[config.mk]
export PLATFORM = sky130hd
export DESIGN_NAME = md_issue_ctrl
export DESIGN_NICKNAME = d
export VERILOG_FILES = /design/src/rtl/md_issue_ctrl.sv
export SDC_FILE = /design/constraint.sdc
export NUM_CORES = 1
export LEC_CHECK = 0
export ABC_AREA = 0
export CORE_UTILIZATION = 37
export DETAILED_ROUTE_END_ITERATION = 8
export PLACE_DENSITY = 0.86
export SLEW_MARGIN = 20
export SYNTH_ARGS = -nofsm -noshare
export SYNTH_HDL_FRONTEND = slang
export SYNTH_SLANG_ARGS = --single-unit
export TNS_END_PERCENT = 100
[constraint.sdc]
create_clock -name clk -period 3.3 [get_ports clk]
set_input_delay 0.99 -clock clk [delete_from_list [all_inputs] [get_ports clk]]
set_output_delay 0.99 -clock clk [all_outputs]
set_load 0.01 [all_outputs]
[src/rtl/md_issue_ctrl.sv]
// Issue/hazard controller in front of the multiply/divide unit: registers MD
// operands into the MDU, interlocks EX while the MDU is occupied, muxes HI/LO.
module md_issue_ctrl #(
   parameter int unsigned TIMEOUT   = 16,
   parameter bit          DIV0_SKIP = 1'b1
) (
   input  logic        clk,
   input  logic        reset,
   input  logic        op_valid,
   input  logic [2:0]  op,
   input  logic [31:0] rs_val,
   input  logic [31:0] rt_val,
   input  logic        mdu_busy,
   input  logic [31:0] mdu_hi,
   input  logic [31:0] mdu_lo,
   output logic        mdu_start,
   output logic [5:0]  mdu_op,
   output logic [31:0] mdu_d1,
   output logic [31:0] mdu_d2,
   output logic        stall,
   output logic [31:0] mf_data,
   output logic        div0,
   output logic        err
);

   localparam int unsigned DATA_W  = 32;
   localparam int unsigned FUNCT_W = 6;
   localparam int unsigned CNT_W   = 8;

   localparam logic [2:0] OP_MULT  = 3'd0;
   localparam logic [2:0] OP_MULTU = 3'd1;
   localparam logic [2:0] OP_DIV   = 3'd2;
   localparam logic [2:0] OP_DIVU  = 3'd3;
   localparam logic [2:0] OP_MTHI  = 3'd4;
   localparam logic [2:0] OP_MTLO  = 3'd5;
   localparam logic [2:0] OP_MFLO  = 3'd7;

   localparam logic [FUNCT_W-1:0] FN_NONE = 6'h00;
   localparam logic [FUNCT_W-1:0] FN_MTHI = 6'h11;
   localparam logic [FUNCT_W-1:0] FN_MTLO = 6'h13;
   localparam logic [FUNCT_W-1:0] FN_MULT = 6'h18;

   localparam logic [CNT_W-1:0] CNT_LAST = CNT_W'(TIMEOUT - 1);

   typedef enum logic [1:0] {
      S_IDLE,
      S_LAUNCH,
      S_WAIT
   } state_e;

   state_e              state_q, state_d;
   logic                start_q, start_d;
   logic [FUNCT_W-1:0]  funct_q, funct_d;
   logic [DATA_W-1:0]   d1_q, d1_d;
   logic [DATA_W-1:0]   d2_q, d2_d;
   logic                is_md_q, is_md_d;
   logic [CNT_W-1:0]    cnt_q, cnt_d;
   logic                err_q, err_d;
   logic                div0_q, div0_d;

   // State and output registers
   always_ff @(posedge clk) begin
      if (reset) begin
         state_q <= S_IDLE;
         start_q <= 1'b0;
         funct_q <= FN_NONE;
         d1_q    <= '0;
         d2_q    <= '0;
         is_md_q <= 1'b0;
         cnt_q   <= '0;
         err_q   <= 1'b0;
         div0_q  <= 1'b0;
      end else begin
         state_q <= state_d;
         start_q <= start_d;
         funct_q <= funct_d;
         d1_q    <= d1_d;
         d2_q    <= d2_d;
         is_md_q <= is_md_d;
         cnt_q   <= cnt_d;
         err_q   <= err_d;
         div0_q  <= div0_d;
      end
   end

   // Next-state and issue logic
   always_comb begin
      state_d = state_q;
      start_d = start_q;
      funct_d = funct_q;
      d1_d    = d1_q;
      d2_d    = d2_q;
      is_md_d = is_md_q;
      cnt_d   = cnt_q;
      err_d   = err_q;
      div0_d  = 1'b0;

      unique case (state_q)
         S_IDLE: begin
            if (op_valid) begin
               case (op)
                  OP_MULT, OP_MULTU, OP_DIV, OP_DIVU: begin
                     if (DIV0_SKIP && op[1] && (rt_val == '0)) begin
                        div0_d = 1'b1;
                     end else begin
                        d1_d    = rs_val;
                        d2_d    = rt_val;
                        funct_d = FN_MULT | FUNCT_W'(op[1:0]);
                        start_d = 1'b1;
                        is_md_d = 1'b1;
                        state_d = S_LAUNCH;
                     end
                  end
                  OP_MTHI, OP_MTLO: begin
                     d1_d    = rs_val;
                     funct_d = (op == OP_MTHI) ? FN_MTHI : FN_MTLO;
                     start_d = 1'b0;
                     is_md_d = 1'b0;
                     state_d = S_LAUNCH;
                  end
                  default: ;
               endcase
            end
         end
         S_LAUNCH: begin
            // Clear funct so the MDU does not keep re-applying MTHI/MTLO
            start_d = 1'b0;
            funct_d = FN_NONE;
            cnt_d   = '0;
            state_d = is_md_q ? S_WAIT : S_IDLE;
         end
         S_WAIT: begin
            if (cnt_q != '1) begin
               cnt_d = cnt_q + CNT_W'(1);
            end
            // BUSY is not yet valid on the first WAIT edge; completion beats timeout
            if (!mdu_busy && (cnt_q != '0)) begin
               state_d = S_IDLE;
            end else if (cnt_q == CNT_LAST) begin
               err_d   = 1'b1;
               state_d = S_IDLE;
            end
         end
         default: state_d = S_IDLE;
      endcase
   end

   assign stall     = op_valid && (state_q != S_IDLE);
   assign mf_data   = (op == OP_MFLO) ? mdu_lo : mdu_hi;

   assign mdu_start = start_q;
   assign mdu_op    = funct_q;
   assign mdu_d1    = d1_q;
   assign mdu_d2    = d2_q;
   assign div0      = div0_q;
   assign err       = err_q;

endmodule

== Word-level counts from Yosys, hierarchy flattened ==
Cells that the tools add are included.

* $add $sub $neg: 1
* Multiply operators: 0
* Div/mod/pow operators: 0
* Magnitude comparators: 0
* Equality and inequality tests: 16
* Shifts and indexed selects: 0
* Muxes and demuxes: 22
* Bitwise operators: 5
* Reductions and logical operators: 21

{| class="wikitable"
|+ Operators by type and width
! cell !! number
|-
| two-way mux 32 bit || 2
|-
| one-hot mux 32 bit (2 select lines) || 1
|-
| zero test 32 bit || 1
|-
| one-hot mux 6 bit (2 select lines) || 2
|-
| one-hot mux 8 bit (2 select lines) || 1
|-
| AND reduction 4 bit || 4
|-
| two-way mux 2 bit || 6
|-
| two-way mux 6 bit || 2
|-
| equality test 3 bit, second input constant || 3
|-
| adder 8 x 1 -> 8 bit, second input constant || 1
|-
| equality test 8 x 4 -> 1 bit, second input constant || 1
|-
| two-way mux 8 bit || 1
|-
| inequality test 8 bit, second input constant || 1
|-
| nonzero test 2 bit || 4
|-
| nonzero test 8 bit || 1
|-
| OR reduction 4 bit || 2
|-
| equality test 3 x 2 -> 1 bit, second input constant || 2
|-
| inequality test 2 bit, second input constant || 3
|-
| inequality test 3 bit, second input constant || 2
|-
| one-hot mux 2 bit (3 select lines) || 1
|-
| NOT 1 bit || 5
|-
| one-hot mux 1 bit (2 select lines) || 2
|-
| one-hot mux 2 bit (2 select lines) || 1
|-
| equality test 3 x 1 -> 1 bit, second input constant || 1
|-
| 11 further kinds || 15
|}

* Register bits: 84
* Bits in latches: 0
* Bits in writable memories: 0
* ROM bits: 0
* Input port bits: 135
* Logic and storage cells: 74
* Memories kept: 0

== Depth between registers and ports, before layout ==
Gate-level depths: netlist of the first run.

* Depth in word-level cells: 6
* Depth in mapped cells: 7
* Mapped depth without buffers: 6

== Least setup slack after synthesis of the first run ==
No wires, ideal clock.

* Kind: input -> output
* Start point: input op[2]
* End point: output mf_data[10]
* Data arrival time: 2.042 ns
* Data required time: 2.310 ns
* Slack: 0.268 ns
* Stages on the path: 4
* Cells stage by stage: clkbuf_1 nand3_1 clkbuf_1 mux2_2

* Cells in the longest elaborated chain, start to end: 2

{| class="wikitable"
|+ RTL lines
! element !! line !! text
|-
| start: declaration || 10 || <nowiki>input logic [2:0] op,</nowiki>
|-
| equality test 3 bit || 149 || <nowiki>assign mf_data = (op == OP_MFLO) ? mdu_lo : mdu_hi;</nowiki>
|-
| two-way mux 32 bit || 149 ||
|-
| end: declaration || 21 || <nowiki>output logic [31:0] mf_data,</nowiki>
|}

Every way passes these cells.

== Worst setup path in the final report of the first run ==
* Start point: input op[2]
* End point: output mf_data[19]

Same word-level chain as after synthesis.

==> flow_metrics.env, run 1 <==
export IMPL_rsz0062_at_grt="no"
export IMPL_hpwl_um=10500
export IMPL_synth_xor_area_frac=0.00453
export IMPL_die_h_um=104
export IMPL_power_leakage_nw=2.47
export IMPL_synth_area_leaders="dfxtp_1 42%, a31o_1 13%, mux2_2 9.3%"
export IMPL_start_util=0.388
export IMPL_p_switching_w=0.000616
export IMPL_drc=0
export IMPL_antenna_left=0
export IMPL_clk_path_buf_depth=2
export IMPL_worst_skew_pair_late_latency_ps=350
export IMPL_root_buffer="clkbuf_8"
export IMPL_wl_um=14700
export IMPL_synthArstFlopShare=0
export IMPL_yosys_area_share_adder=0.00647
export IMPL_syn_area_um2=3870
export IMPL_grt_usage=0.267
export IMPL_drv_slew=0
export IMPL_via_per_inst=5.60
export IMPL_timing_hold_ws_ps=468
export IMPL_synth_edff_count=0
export IMPL_synth_flop_cell="dfxtp_1"
export IMPL_power_density_nw_per_um2=363
export IMPL_synth_seq_cells=81
export IMPL_yosysWarningCount=0
export IMPL_multi_input_area_um2=2060
export IMPL_total_power_w=0.00242
export IMPL_htree_levels=3
export IMPL_synth_cell_types=46
export IMPL_row_count=36
export IMPL_die_x_um=104
export IMPL_fin_crit_sh=0.992
export IMPL_combPwrFrac=0.240
export IMPL_crit_path_end_kind="output pin"
export IMPL_gr_total_overflow=0
export IMPL_syn_to_final_growth_pct=72.4
export IMPL_grt_pass1_vias=4214
export IMPL_diodes=0
export IMPL_antenna_found_initial=0
export IMPL_fin_ws_ps=26.9
export IMPL_vias=4158
export IMPL_core_area_um2=9950
export IMPL_yosys_area_share_simple=0.169
export IMPL_status="completed"
export IMPL_synth_compound_area_frac=0.249
export IMPL_drive_gt1_frac=0.133
export IMPL_nFillCells=749
export IMPL_pwr_share_seq=0.437
export IMPL_numCtsBuffers=9
export IMPL_clock_skew_ps=11.8
export IMPL_syn_area_per_cell_um2=10.2
export IMPL_fmax_mhz=306
export IMPL_cp_start_kind="input port"
export IMPL_ff_latch_area_um2=1620
export IMPL_grt_max_degree=63
export IMPL_die_area_um2=10900
export IMPL_cp_arrival_ps=2280
export IMPL_layout_nets=742
export IMPL_worst_endpoint_required_ps=2310
export IMPL_synth_top_family_by_area="compound AO/OA/AOI/OAI gates"
export IMPL_netSwitchingFraction=0.255
export IMPL_preCtsSetupSlack_ps=-422
export IMPL_path_clk_slew_ps=80
export IMPL_internal_power_w=0.00180
export IMPL_hold_viol_final=0
export IMPL_synthCells=378
export IMPL_drt_iter0_markers=202
export IMPL_period_needed_ps=3270
export IMPL_ys_seq_area_frac=0.419
export IMPL_setup_violations=0
export IMPL_relSlewSlack=0.562
export IMPL_worst_pin_slew_ps=648
export IMPL_synth_area_mux_share=0.0958
export IMPL_grt_pass1_wl_um=23000
export IMPL_yosysTopAreaCell="dfxtp_1"
export IMPL_firstDrtPassIters=4
export IMPL_post_drt_wl_per_cell_um=19.8
export IMPL_cts_sinks=81
export IMPL_ios=241
export IMPL_port_buffers=238
export IMPL_netlist_area_leader_share=0.419
export IMPL_peakVddDrop_v=0.000381
export IMPL_maxCapViolCount=0
export IMPL_place_gp_congestion=0.930
export IMPL_cts_tree="yes"
export IMPL_hold_path_class="reg2reg"
export IMPL_power_frac_clock=0.323
export IMPL_cp_max_fo=11
export IMPL_path_class="in2out"
==> cell families after synthesis <==
| kind of cell | count (synthesis) |
|---|---|
| and+or+nand+nor | 101 |
| buffers and inverters | 47 |
| adders and majority gates | 2 |
| DFF | 81 |
| xor gates and xnor gates | 2 |
| AOI/OAI and AO/OA | 111 |
| other | 1 |
| muxes | 33 |
==> placed cells by master (no fill, tap or decap), drive strengths merged, types with 3 or more instances in the layout <==
cell           instances
o21ai                  4
o311a                 25
buf                   21
o22ai                  3
nor3                   5
nor2b                  3
dlygate4sd2           18
clkdlybuf4s50        202
dfxtp                 81
nand3                  7
clkdlybuf4s15         13
and3                   5
nor4b                 33
a31oi                  3
nand2                 18
a32o                   3
mux2                  32
clkbuf                15
a31o                  60
nor4                   9
inv                    4
a21oi                  5
nor2                  12
==> registers in the layout (all words and copies together) (netlist names) <==
name / cells
is_md_q: 1
cnt_q: 8
state_q: 2
mdu_d2: 32
mdu_op: 4
mdu_d1: 32
err: 1
div0: 1
==> critical path: stages <==
cell and delay (ps):
dlygate4sd2_1 280, nand3_4 140, buf_16 150, buf_4 150, mux2_2 330, clkdlybuf4s15_1 240
==> metal layers <==
layer,vias to the layer above,global-route usage,wire (um)
li1,1939,-,-
met1,1981,0.335,6050
met2,210,0.430,6750
met3,28,0.0890,1480
met4,0,0.0888,403
met5,-,0,0
==> Yosys cell counts, types with 4 or more instances <==
library cell	number
a31o_1	57
nor2_1	12
mux2_2	32
dfxtp_1	81
nor4_1	7
a21oi_1	5
o311a_1	25
buf_2	7
buf_4	7
clkbuf_1	27
and3_1	5
nand3_1	7
nor4b_1	32
nand2_1	18
nor3_1	4
==> cell type report <==
cell class / count / share of cell area
clock buffers: 11 / 0.0197
clock inverters: 5 / 0.0120
inverters: 4 / 0.00225
multi-input cells: 251 / 0.309
flip-flops and latches: 81 / 0.243
well taps: 133 / 0.0250
repair buffers: 258 / 0.389
==> worst paths after layout <==
| check | from | to | slack, ps | cells past startpoint |
|---|---|---|---|---|
| setup / recovery | op[2] | mf_data[19] | 30 | 6 |
| hold / removal | mdu_op[4] | mdu_op[4] | 470 | 2 |
| setup reg to reg | cnt_q[0] | cnt_q[5] | 1320 | 5 |
| hold reg to reg | mdu_op[4] | mdu_op[4] | 470 | 2 |
==> stage by stage <==
stage / util / cell area (um^2) / setup TNS (ps) / instances
CTS: 0.672 / 6690 / 0 / 743
global route: 0.670 / 6670 / 0 / 743
detailed placement: 0.644 / 6410 / -12580 / 721
floorplan: - / 3870 / 0 / 379
finish: 0.670 / 6670 / 0 / 743
global placement: 0.644 / 6410 / -11260 / 721
==> timing repair <==
| item | 4_1_cts | 5_1_grt |
|---|---|---|
| setup endpoints to repair | 32 | 7 |
| buffers inserted | 5 | 0 |
| pin swaps | 1 | 1 |
| resized for setup | 55 | 4 |
| hold buffers | 0 | 0 |
| cloned | 1 | 0 |
==> power by group through the flow <==
stage / combinational, W / sequential, W / clock, W
6_report: 0.000581 / 0.00106 / 0.000780
2_1_floorplan: 0.000192 / 0.00110 / 0
3_3_place_gp: 0.000576 / 0.00107 / 0
3_5_place_dp: 0.000585 / 0.00108 / 0
4_1_cts: 0.000581 / 0.00105 / 0.000792
5_1_grt: 0.000614 / 0.00106 / 0.000843
Note: power is estimated with default switching activity, not from simulation.
==> run 2: changes to the inputs <==
--- a/config.mk
+++ b/config.mk
@@ -6,6 +6,7 @@
 export NUM_CORES = 1
 export LEC_CHECK = 0
 export ABC_AREA = 0
+export CAP_MARGIN = 20
 export CORE_UTILIZATION = 37
 export DETAILED_ROUTE_END_ITERATION = 8
 export PLACE_DENSITY = 0.86
==> results of run 2 <==
Final layout, timing and power as in run 1 (identical DEF).
